### src/rtl/sqrt_pkg.sv
// Shared FSM encoding, default memory map and datapath sizes for the
// program-3 square-root responder.
package sqrt_pkg;

    typedef enum logic [2:0] {
        IDLE  = 3'd0,
        ARMED = 3'd1,
        RD_HI = 3'd2,
        RD_LO = 3'd3,
        CALC  = 3'd4,
        WR    = 3'd5,
        DONE  = 3'd6
    } state_t;

    localparam int DEF_ADDR_HI  = 16;
    localparam int DEF_ADDR_LO  = 17;
    localparam int DEF_ADDR_RES = 18;

    localparam int CALC_ITERS = 8;
    localparam int REM_W      = 11;
    localparam int ROOT_W     = 8;

endpackage

### src/rtl/sqrt_step.sv
// One restoring digit-by-digit square-root iteration: brings down the next
// operand bit pair and decides the next root bit.
module sqrt_step
    import sqrt_pkg::*;
(
    input  logic [REM_W-1:0]  rem_in,
    input  logic [ROOT_W-1:0] root_in,
    input  logic [1:0]        pair,
    output logic [REM_W-1:0]  rem_out,
    output logic [ROOT_W-1:0] root_out
);

    logic [REM_W+1:0] shifted;
    logic [REM_W+1:0] trial;

    // Compare at full width so no remainder bits are silently dropped.
    always_comb begin
        shifted = {rem_in, pair};
        trial   = {3'b000, root_in, 2'b01};
        if (shifted >= trial) begin
            rem_out  = REM_W'(shifted - trial);
            root_out = {root_in[ROOT_W-2:0], 1'b1};
        end else begin
            rem_out  = REM_W'(shifted);
            root_out = {root_in[ROOT_W-2:0], 1'b0};
        end
    end

endmodule

### src/rtl/sqrt_responder.sv
// Program-3 launch-protocol responder: on a Start falling edge reads a 16-bit
// operand, writes its integer square root back and raises Ack. Define
// SQRT_ROUND_EN for a round-to-nearest result instead of floor.
module sqrt_responder
    import sqrt_pkg::*;
#(
    parameter int AW       = 8,
    parameter int ADDR_HI  = DEF_ADDR_HI,
    parameter int ADDR_LO  = DEF_ADDR_LO,
    parameter int ADDR_RES = DEF_ADDR_RES
) (
    input  logic          Clk,
    input  logic          Reset,
    input  logic          Start,
    output logic          Ack,
    output logic [AW-1:0] MemAddr,
    input  logic [7:0]    MemRdData,
    output logic          MemWrEn,
    output logic [7:0]    MemWrData
);

    state_t state;
    state_t next_state;

    logic [15:0]       op_q;
    logic [REM_W-1:0]  rem_q;
    logic [REM_W-1:0]  rem_nxt;
    logic [ROOT_W-1:0] root_q;
    logic [ROOT_W-1:0] root_nxt;
    logic [ROOT_W-1:0] result;
    logic [2:0]        iter_q;
    logic              last_iter;

    assign last_iter = (iter_q == 3'(CALC_ITERS - 1));

    // The operand register shifts left each CALC cycle, so the top pair is
    // always the next one to consume.
    sqrt_step u_step (
        .rem_in  (rem_q),
        .root_in (root_q),
        .pair    (op_q[15:14]),
        .rem_out (rem_nxt),
        .root_out(root_nxt)
    );

`ifdef SQRT_ROUND_EN
    always_comb begin
        result = root_q;
        if ((rem_q > REM_W'(root_q)) && (root_q != '1))
            result = root_q + 8'd1;
    end
`else
    assign result = root_q;
`endif

    always_ff @(posedge Clk) begin
        if (Reset)
            state <= IDLE;
        else
            state <= next_state;
    end

    always_ff @(posedge Clk) begin
        if (Reset) begin
            op_q   <= '0;
            rem_q  <= '0;
            root_q <= '0;
            iter_q <= '0;
            Ack    <= 1'b0;
        end else begin
            Ack <= (next_state == DONE);
            case (state)
                RD_HI: op_q[15:8] <= MemRdData;
                RD_LO: begin
                    op_q[7:0] <= MemRdData;
                    rem_q     <= '0;
                    root_q    <= '0;
                    iter_q    <= '0;
                end
                CALC: begin
                    rem_q  <= rem_nxt;
                    root_q <= root_nxt;
                    op_q   <= {op_q[13:0], 2'b00};
                    iter_q <= iter_q + 3'd1;
                end
                default: ;
            endcase
        end
    end

    // Memory strobes are forced quiet while Reset is high so an aborted run
    // can never complete its write on the reset edge.
    always_comb begin
        next_state = state;
        MemAddr    = '0;
        MemWrEn    = 1'b0;
        MemWrData  = '0;
        case (state)
            IDLE:  if (Start) next_state = ARMED;
            ARMED: if (!Start) next_state = RD_HI;
            RD_HI: begin
                MemAddr    = AW'(ADDR_HI);
                next_state = RD_LO;
            end
            RD_LO: begin
                MemAddr    = AW'(ADDR_LO);
                next_state = CALC;
            end
            CALC:  if (last_iter) next_state = WR;
            WR: begin
                MemAddr    = AW'(ADDR_RES);
                MemWrData  = result;
                MemWrEn    = 1'b1;
                next_state = DONE;
            end
            DONE:  if (Start) next_state = ARMED;
            default: next_state = IDLE;
        endcase
        if (Reset) begin
            MemAddr   = '0;
            MemWrEn   = 1'b0;
            MemWrData = '0;
        end
    end

endmodule
### config.mk
export PLATFORM = sky130hd
export DESIGN_NAME = sqrt_responder
export DESIGN_NICKNAME = d
export VERILOG_FILES = /design/src/rtl/sqrt_pkg.sv /design/src/rtl/sqrt_step.sv /design/src/rtl/sqrt_responder.sv
export SDC_FILE = /design/constraint.sdc
export NUM_CORES = 1
export LEC_CHECK = 0
export ABC_AREA = 1
export ABC_CLOCK_PERIOD_IN_PS = 2300
export CORE_MARGIN = 4
export CORE_UTILIZATION = 35
export CTS_CLUSTER_DIAMETER = 80
export DETAILED_ROUTE_END_ITERATION = 8
export PLACE_DENSITY = 0.57
export SYNTH_ARGS = -nofsm -noshare
export SYNTH_HDL_FRONTEND = slang
export SYNTH_HIERARCHICAL = 1
export SYNTH_SLANG_ARGS = --single-unit
### constraint.sdc
create_clock -name Clk -period 2.3 [get_ports Clk]
set_clock_uncertainty 0.05 [all_clocks]
set_input_delay 0.345 -clock Clk [delete_from_list [all_inputs] [get_ports Clk]]
set_output_delay 0.345 -clock Clk [all_outputs]
set_load 0.05 [all_outputs]
### Yosys cells after proc, flatten, opt, wreduce, memory -nomap -nowiden

Cells that the tools add are included.

| cells by class | value |
|---|---|
| $add $sub $neg | 2 |
| magnitude comparators | 1 |
| equality and inequality tests | 8 |
| muxes and demuxes | 17 |
| reduce and logical (&&, ||, !) cells | 4 |

Operator list:

| operator | count |
|---|---|
| case mux 8 bit (2 select lines) | 3 |
| 2-to-1 mux 8 bit | 3 |
| case mux 11 bit (2 select lines) | 1 |
| case mux 3 bit (6 select lines) | 1 |
| == test 3 bit, second input constant | 5 |
| case mux 5 bit (3 select lines) | 1 |
| greater-or-equal comparator 13 x 10 -> 1 bit | 1 |
| 2-to-1 mux 11 bit | 1 |
| subtractor 11 x 10 -> 11 bit | 1 |
| 2-to-1 mux 3 bit | 3 |
| == test 3 x 2 -> 1 bit, second input constant | 2 |
| case mux 3 bit (2 select lines) | 1 |
| nonzero test 2 bit | 2 |
| adder 3 x 1 -> 3 bit, second input constant | 1 |
| == test 3 x 1 -> 1 bit, second input constant | 1 |
| logical NOT 3 bit | 1 |
| 2-to-1 mux 1 bit | 3 |
| OR reduction 2 bit | 1 |

| word-level totals | value |
|---|---|
| register bits after elaboration | 42 |
| input port bits | 11 |
| output and inout bits | 18 |
| logic and storage cells | 39 |

### Logic depth before layout (Yosys ltp)

Gate-level depths: netlist (run 1).

| depth | value |
|---|---|
| depth in word-level cells | 4 |
| mapped depth | 14 |

### Hierarchy

The synthesis (run 1) kept the hierarchy.

By module, submodules not included:

| module | instances | cells an instance | area an instance (µm²) |
|---|---|---|---|
| sqrt_responder | 1 | 275 | 1919.3 |
| sqrt_step | 1 | 169 | 892.1 |

### Least setup slack after synthesis (run 1)

OpenSTA, ideal clock, no wires.

| path | value |
|---|---|
| path kind | register to output |
| from | reg state[1] |
| to | out MemWrData[0] |
| arrival time | 1.545 ns |
| data required time | 1.905 ns |
| path slack | 0.360 ns |
| cell stages (with the launch flop) | 5 |
| path buffers | 1 |
| cells stage by stage | dfxtp_1 -> buf_2 -> nor3_1 -> nand2_1 -> nor2_1 |

| on the way | value |
|---|---|
| cells in the longest elaborated chain, start to end | 3 |

Ends and longest elaborated chain:

| what | line | source |
|---|---|---|
| from (decl) | sqrt_responder.sv:22 | `state_t state;` |
| from (signal assigned) | sqrt_responder.sv:60 | `state <= next_state;` |
| == test 3 bit | sqrt_responder.sv:98 | `case (state)` |
| 2-to-1 mux 8 bit | sqrt_responder.sv:98 |  |
| 2-to-1 mux 8 bit | sqrt_responder.sv:119 | `if (Reset) begin` |
| to (decl) | sqrt_responder.sv:19 | `output logic [7:0] MemWrData` |

Every way passes these cells.

### Final worst setup path (run 1)

| path | value |
|---|---|
| from | reg state[0] |
| to | out MemWrData[5] |

The elaborated chain is that of the path after synthesis.

==> results of run 1 <==
-- power groups by stage --
stage / Clock [uW] / Combinational [uW] / Sequential [uW]
after floorplan: 0 / 323 / 780
after global placement: 0 / 377 / 787
after detailed placement: 0 / 381 / 788
after CTS: 515 / 383 / 770
after global routing: 547 / 443 / 774
final: 498 / 386 / 770
-- cells by family after synthesis --
group,count (synthesis)
xor gates and xnor gates,3
DFF,42
adders and majority gates,12
and+or+nand+nor,223
AOI/OAI and AO/OA,60
other,1
buffers and inverters,103
-- registers in the layout, summed over array words and instances, names as in the netlist --
name / cells
rem_q: 11
op_q: 16
Ack: 1
iter_q: 3
result: 8
state: 3
-- worst paths after layout --
check | from | slack [ps] | end
setup reg to reg | result[0] | 270 | rem_q[2]
hold / removal | op_q[4] | 420 | op_q[4]
hold reg to reg | op_q[4] | 420 | op_q[4]
setup / recovery | state[0] | 140 | MemWrData[5]
-- critical path: cells and delay by family (launching register included) --
kind                   cells  cell delay (ps)
buffers and inverters      2              320
flip-flops                 1              440
AND/OR/NAND/NOR            3              700
-- synthesized netlist by cell type --
library cell / instances / area [sq um]
sky130_fd_sc_hd__nor3_1: 1 / 5.00
sky130_fd_sc_hd__dfxtp_1: 42 / 841
sky130_fd_sc_hd__xor2_1: 2 / 17.5
sky130_fd_sc_hd__nand2_4: 2 / 22.5
sky130_fd_sc_hd__o21ai_0: 19 / 95.1
sky130_fd_sc_hd__nand2_2: 4 / 25.0
sky130_fd_sc_hd__ha_1: 12 / 150
sky130_fd_sc_hd__a21oi_2: 2 / 17.5
sky130_fd_sc_hd__inv_1: 69 / 259
sky130_fd_sc_hd__xnor2_1: 1 / 8.76
sky130_fd_sc_hd__nand3_2: 5 / 50.1
sky130_fd_sc_hd__buf_8: 1 / 15.0
sky130_fd_sc_hd__nor2_4: 2 / 22.5
sky130_fd_sc_hd__nor2_2: 2 / 12.5
sky130_fd_sc_hd__buf_6: 3 / 33.8
sky130_fd_sc_hd__a21oi_1: 37 / 185
sky130_fd_sc_hd__buf_4: 16 / 120
sky130_fd_sc_hd__nand4_1: 2 / 12.5
sky130_fd_sc_hd__inv_2: 3 / 11.3
sky130_fd_sc_hd__clkinv_1: 1 / 3.75
sky130_fd_sc_hd__conb_1: 1 / 3.75
sky130_fd_sc_hd__nor2_1: 47 / 176
sky130_fd_sc_hd__buf_2: 4 / 20.0
sky130_fd_sc_hd__nand3_4: 1 / 17.5
sky130_fd_sc_hd__nand3b_1: 1 / 7.51
sky130_fd_sc_hd__o211ai_1: 2 / 15.0
sky130_fd_sc_hd__clkinv_2: 1 / 5.00
sky130_fd_sc_hd__nand3_1: 43 / 215
sky130_fd_sc_hd__clkbuf_1: 5 / 18.8
sky130_fd_sc_hd__nand2_1: 113 / 424
-- per-layer routing --
layer	routed length (microns)	GRT usage (%)	vias up
met5	0	0	-
met4	73	4.15	0
met3	175	2.73	6
met2	3070	24.0	30
met1	2950	16.8	1200
li1	-	-	1389
-- through the flow --
step                power [uW]  util (%)  hold slack (ps)
floorplan                 1100         -              378
global placement          1160      38.5              403
detailed placement        1170      38.5              408
CTS                       1670      39.7              421
global route              1760      40.0              435
finish                    1650      40.0              420
-- area by class of cell --
type / instances / area (sq um) / area share (%)
clock buffers: 5 / 68.8 / 2.22
clock inverters: 3 / 21.3 / 0.685
inverters: 74 / 279 / 8.99
multi-input cells: 303 / 1510 / 48.8
flip-flops and latches: 42 / 841 / 27.1
well taps: 102 / 128 / 4.11
repair buffers: 30 / 253 / 8.14
-- layout by cell type, fill, tap and decap left out, types with 3 or more instances in the layout --
cell type                         instances
sky130_fd_sc_hd__nand3_2                  5
sky130_fd_sc_hd__nor2_1                  47
sky130_fd_sc_hd__clkbuf_8                 5
sky130_fd_sc_hd__clkdlybuf4s50_1         11
sky130_fd_sc_hd__inv_1                   69
sky130_fd_sc_hd__a21oi_2                  3
sky130_fd_sc_hd__buf_4                   19
sky130_fd_sc_hd__nand3_1                 43
sky130_fd_sc_hd__inv_2                    3
sky130_fd_sc_hd__ha_1                    12
sky130_fd_sc_hd__dfxtp_1                 42
sky130_fd_sc_hd__nand2_1                112
sky130_fd_sc_hd__conb_1                   5
sky130_fd_sc_hd__o21ai_0                 19
sky130_fd_sc_hd__a21oi_1                 36
sky130_fd_sc_hd__nand2_2                  5
-- what timing repair did --
item / CTS / global route
endpoints found under the hold margin: 0 / 0
endpoints found under the setup margin: 0 / 16
buffers inserted: 0 / 1
gates resized for setup: 0 / 3
==> impl_metrics.toml, run 1 <==
[yosys]
synth.ff_latch_count = 42
synthAdderAreaFrac_pct = 5.34
synthesis.area_sq_um = 2810
dominant_combinational_cell_family_by_area_after_synthesis = "simple AND/OR/NAND/NOR gates"
synth-warning-count = 6
post_synthesis_xor_xnor_area_fraction_pct = 0.935
synth.avg_cell_area_sq_um = 6.33
synth_seq_area_share_pct = 29.9
synth.distinct_cells = 30
synthMuxAreaShare_pct = 0
synth-compound-area-share_pct = 11.1
synth_cells = 444
synthSimpleGateAreaFrac_pct = 35.2

[worst_setup_path]
setup.worst_path.start_class = "register"
path_class = "register to primary output"
path_max_fanout = 10
cp_data_arrival_time_ps = 1760
worst_path_largest_cell_delay_ps = 440
critical_path_required_ps = 1900
setup.worst_path.end_class = "primary output"
timing.critical_path.slowest_stage_cell = "sky130_fd_sc_hd__dfxtp_1"
r2r_cells = 12
critical_path.cell_chain = "inv_2 -> nor3_1 -> nand2_2 -> nor2_1 -> buf_4"

[global_route]
global_route.usage.total_pct = 13.7
maximum_number_of_pins_on_one_net_before_global_route_repair = 41
grt_ovf = 0
via_count_of_the_first_global_routing_pass = 2439
grt_antenna_before_repair = 0
wire_length_of_the_first_global_routing_pass_mm = 10.9

[floorplan]
die_area_sq_um = 9530
initial_cell_density_of_the_core_pct = 36.2
placement_rows = 32
area_of_the_core_sq_um = 7770
die-width_microns = 97.6
design.portCount = 29
die_y_microns = 97.6

[drt]
antenna_left = 0
drt_pass1_iterations = 4
route.detailed.wl_per_inst_microns = 11.2
dr.first_iter.drc_count = 68
drc = 0
wirelength_mm = 6.26
route.detailed.vias_per_inst = 4.70
route.vias.total = 2625

[run_status]
outcome = "finished clean"

[cts]
cts_root_buffer = "sky130_fd_sc_hd__clkbuf_8"
clock_insertion_delay_at_the_later_pin_of_the_skew_report_ps = 300
cts_hold_buffers = 0
cts_sinks = 42
clk_path_buf_depth = 2
cts_max_level = 2
cts.reportedPaths.clkPinSlew_ps = 90
tritoncts = "built"
clock_buffer_count_from_cts = 5

[sta]
setup-tns-final_ps = 0
layout_worst_path_cycle_share_pct = 93.7
finalWorstSetupSlack_ps = 144
slew_headroom_pct = 61.7
timing.final.hold_violations = 0
period_minus_slack_ps = 2160
transition_time_at_the_pin_with_the_least_slew_margin_ps = 573
setup_repair_after_global_routing_missed_its_margin = "no"
final-max-slew-violation-count = 0
max_freq_mhz = 464
setup_viol_count_final = 0

[min_path]
hold_path_stages = 2
timing.hold.worst.class = "register to register"

[pwr]
static-leakage-power_uw = 0.00136
power.share.sequential_pct = 46.6
intPower_uw = 1090
p_clk_share_pct = 30.1
swShare_pct = 34.2
pwr-share-comb_pct = 23.3
p_switching_uw = 566
powerDensity_nw_per_um2 = 533
worst_ir_drop_vdd_mv = 0.298

[placement]
placement.io_buffers = 23
place_worst_setup_slack_ps = 190
placed_area_sq_um = 2990
dp_hpwl_mm = 4.55
finalWeightedCongestion = 0.822
place.detailed.instances = 550

[final_layout]
fillCellCount = 883
final_layout_size_suffix_gt1_share_pct = 11.2
area.growth.synth_to_final_pct = 10.4
n_antenna_cell = 0
post_layout_nonfiller_instances = 559
layout.nets = 479
postLayoutCellArea_sq_um = 3100

[run]
maxCapViolations = 0
Power figures use the tool's default switching activity.
==> run 2: changes to the inputs <==
--- a/config.mk
+++ b/config.mk
@@ -12,6 +12,7 @@
 export CTS_CLUSTER_DIAMETER = 80
 export DETAILED_ROUTE_END_ITERATION = 8
 export PLACE_DENSITY = 0.57
+export SETUP_SLACK_MARGIN = 0.1
 export SYNTH_ARGS = -nofsm -noshare
 export SYNTH_HDL_FRONTEND = slang
 export SYNTH_HIERARCHICAL = 1
==> run 2 against run 1 <==
Compared with the run above:
- power rose by 0.84%
- flip-flop and latch count did not move
- largest cell class unchanged
- worst setup slack improved by 130 ps
==> impl_metrics.toml, run 2 (synthesis results as in run 1) <==
[run_status]
outcome = "finished clean"

[final_layout]
postLayoutCellArea_sq_um = 3150
largest_register_ffs = 16
n_antenna_cell = 0
max_flop_register = "op_q"
area.sequential_sq_um = 842
area.growth.synth_to_final_pct = 11.9
post_layout_nonfiller_instances = 562
final_layout_size_suffix_gt1_share_pct = 12.8
fillCellCount = 881
layout.nets = 482
layout_common_cells = "sky130_fd_sc_hd__nand2_1 (112), sky130_fd_sc_hd__inv_1 (69), sky130_fd_sc_hd__nor2_1 (47)"
multi_input_comb_area_sq_um = 1540
layout.cells.most_common = "sky130_fd_sc_hd__nand2_1"

[worst_setup_path]
setup.worst_path.end_class = "primary output"
setup.worst_path.start_class = "register"
path_max_fanout = 5
r2r_start = "result[2]"
path_class = "register to primary output"
critical_path_required_ps = 1900
worst-r2r-setup-slack_ps = 350
cp_data_arrival_time_ps = 1630
cp-startpoint = "state[0]"
r2r_cells = 12
r2r_end = "rem_q[8]"
crit_path_capture = "MemWrData[6]"

[cts]
cts.reportedPaths.clkPinSlew_ps = 90
cts_hold_buffers = 0
cts_max_level = 2
clock_insertion_delay_at_the_later_pin_of_the_skew_report_ps = 300
cts_sinks = 42
clk_path_buf_depth = 2
tritoncts = "built"
cts_root_buffer = "sky130_fd_sc_hd__clkbuf_8"
clock_buffer_count_from_cts = 5

[placement]
dp_hpwl_mm = 4.55
placed_area_sq_um = 2990
finalWeightedCongestion = 0.822
place.detailed.instances = 550
placement.io_buffers = 23

[sta]
max_freq_mhz = 493
final-max-slew-violation-count = 0
slew_headroom_pct = 61.6
setup_viol_count_final = 0
layout_worst_path_cycle_share_pct = 88.1
transition_time_at_the_pin_with_the_least_slew_margin_ps = 575
period_minus_slack_ps = 2030
setup-tns-final_ps = 0
timing.final.hold_violations = 0
setup_repair_after_global_routing_missed_its_margin = "no"

[min_path]
timing.hold.worst.class = "register to register"
worst_hold_start = "op_q[4]"

[floorplan]
design.portCount = 29
initial_cell_density_of_the_core_pct = 36.2
placement_rows = 32
area_of_the_core_sq_um = 7770
die-width_microns = 97.6
die_area_sq_um = 9530
die_y_microns = 97.6

[drt]
drc = 0
drt_pass1_iterations = 4
route.detailed.wl_per_inst_microns = 11.4
dr.first_iter.drc_count = 86
route.detailed.vias_per_inst = 4.69
wirelength_mm = 6.42
antenna_left = 0
route.vias.total = 2635

[pwr]
worst_ir_drop_vdd_mv = 0.305
static-leakage-power_uw = 0.00137
powerDensity_nw_per_um2 = 530

[global_route]
global_route.usage.total_pct = 13.7
grt_ovf = 0
grt_antenna_before_repair = 0
wire_length_of_the_first_global_routing_pass_mm = 10.9
maximum_number_of_pins_on_one_net_before_global_route_repair = 41
via_count_of_the_first_global_routing_pass = 2439

[run]
maxCapViolations = 0
## run 2: changes by cell type in the layout (fill, tap and decap cells not counted), sizes merged
cell   change
buf        +2
nand2      +1
## run 2: cell type report
class	instances	share of cell area, %
Inverter	74	8.87
Clock buffer	5	2.19
Timing Repair Buffer	32	8.51
Clock inverter	3	0.676
Sequential cell	42	26.8
Multi-Input combinational cell	304	48.9
Tap cell	102	4.06
## run 2: worst min-delay path by stage
| stage | cells after the start | slack [ps] | end |
|---|---|---|---|
| finish | 2 | 420 | op_q[4] |
| global route | 2 | 440 | op_q[6] |
| CTS | 2 | 420 | op_q[4] |
| detailed placement | 2 | 410 | op_q[4] |
| global placement | 2 | 400 | op_q[1] |
| floorplan | 1 | 380 | iter_q[0] |
## run 2: metal layers
metal | vias up | wire length [microns] | track usage, % | part of all wire, %
met2 | 33 | 3190 | 24.0 | 50
li1 | 1397 | - | - | -
met5 | - | 0 | 0 | 0
met4 | 0 | 73 | 4.15 | 1.1
met1 | 1199 | 2990 | 16.8 | 47
met3 | 6 | 169 | 2.73 | 2.6
## run 2: repair_timing
action                                  CTS  global route
pin swaps                                 0             2
setup buffers                             0             3
cloned                                    0             1
gates resized for setup                   1             9
endpoints found under the setup margin    5            17
## run 2: critical path: stages, from the launching register on
cell,delay (ps)
sky130_fd_sc_hd__dfxtp_1,440
sky130_fd_sc_hd__inv_2,100
sky130_fd_sc_hd__nor3_4,210
sky130_fd_sc_hd__nand2_1,200
sky130_fd_sc_hd__nor2_1,150
sky130_fd_sc_hd__buf_4,210
## run 2: per-stage QoR
step	util (%)	hold WS (ps)	total power, uW	worst slack, ps
final	40.5	420	1670	273
after floorplan	-	378	1100	360
after global routing	40.5	435	1780	111
after CTS	39.7	421	1670	148
after global placement	38.5	403	1160	227
after detailed placement	38.5	408	1170	190
## run 2: report_power, final
group	switching [uW]	leakage, uW	total [uW]	internal, uW
sequential	22.6	0.000340	771	749
clock	285	0.0000441	499	214
combinational	266	0.000984	398	133
total	573	0.00137	1670	1090
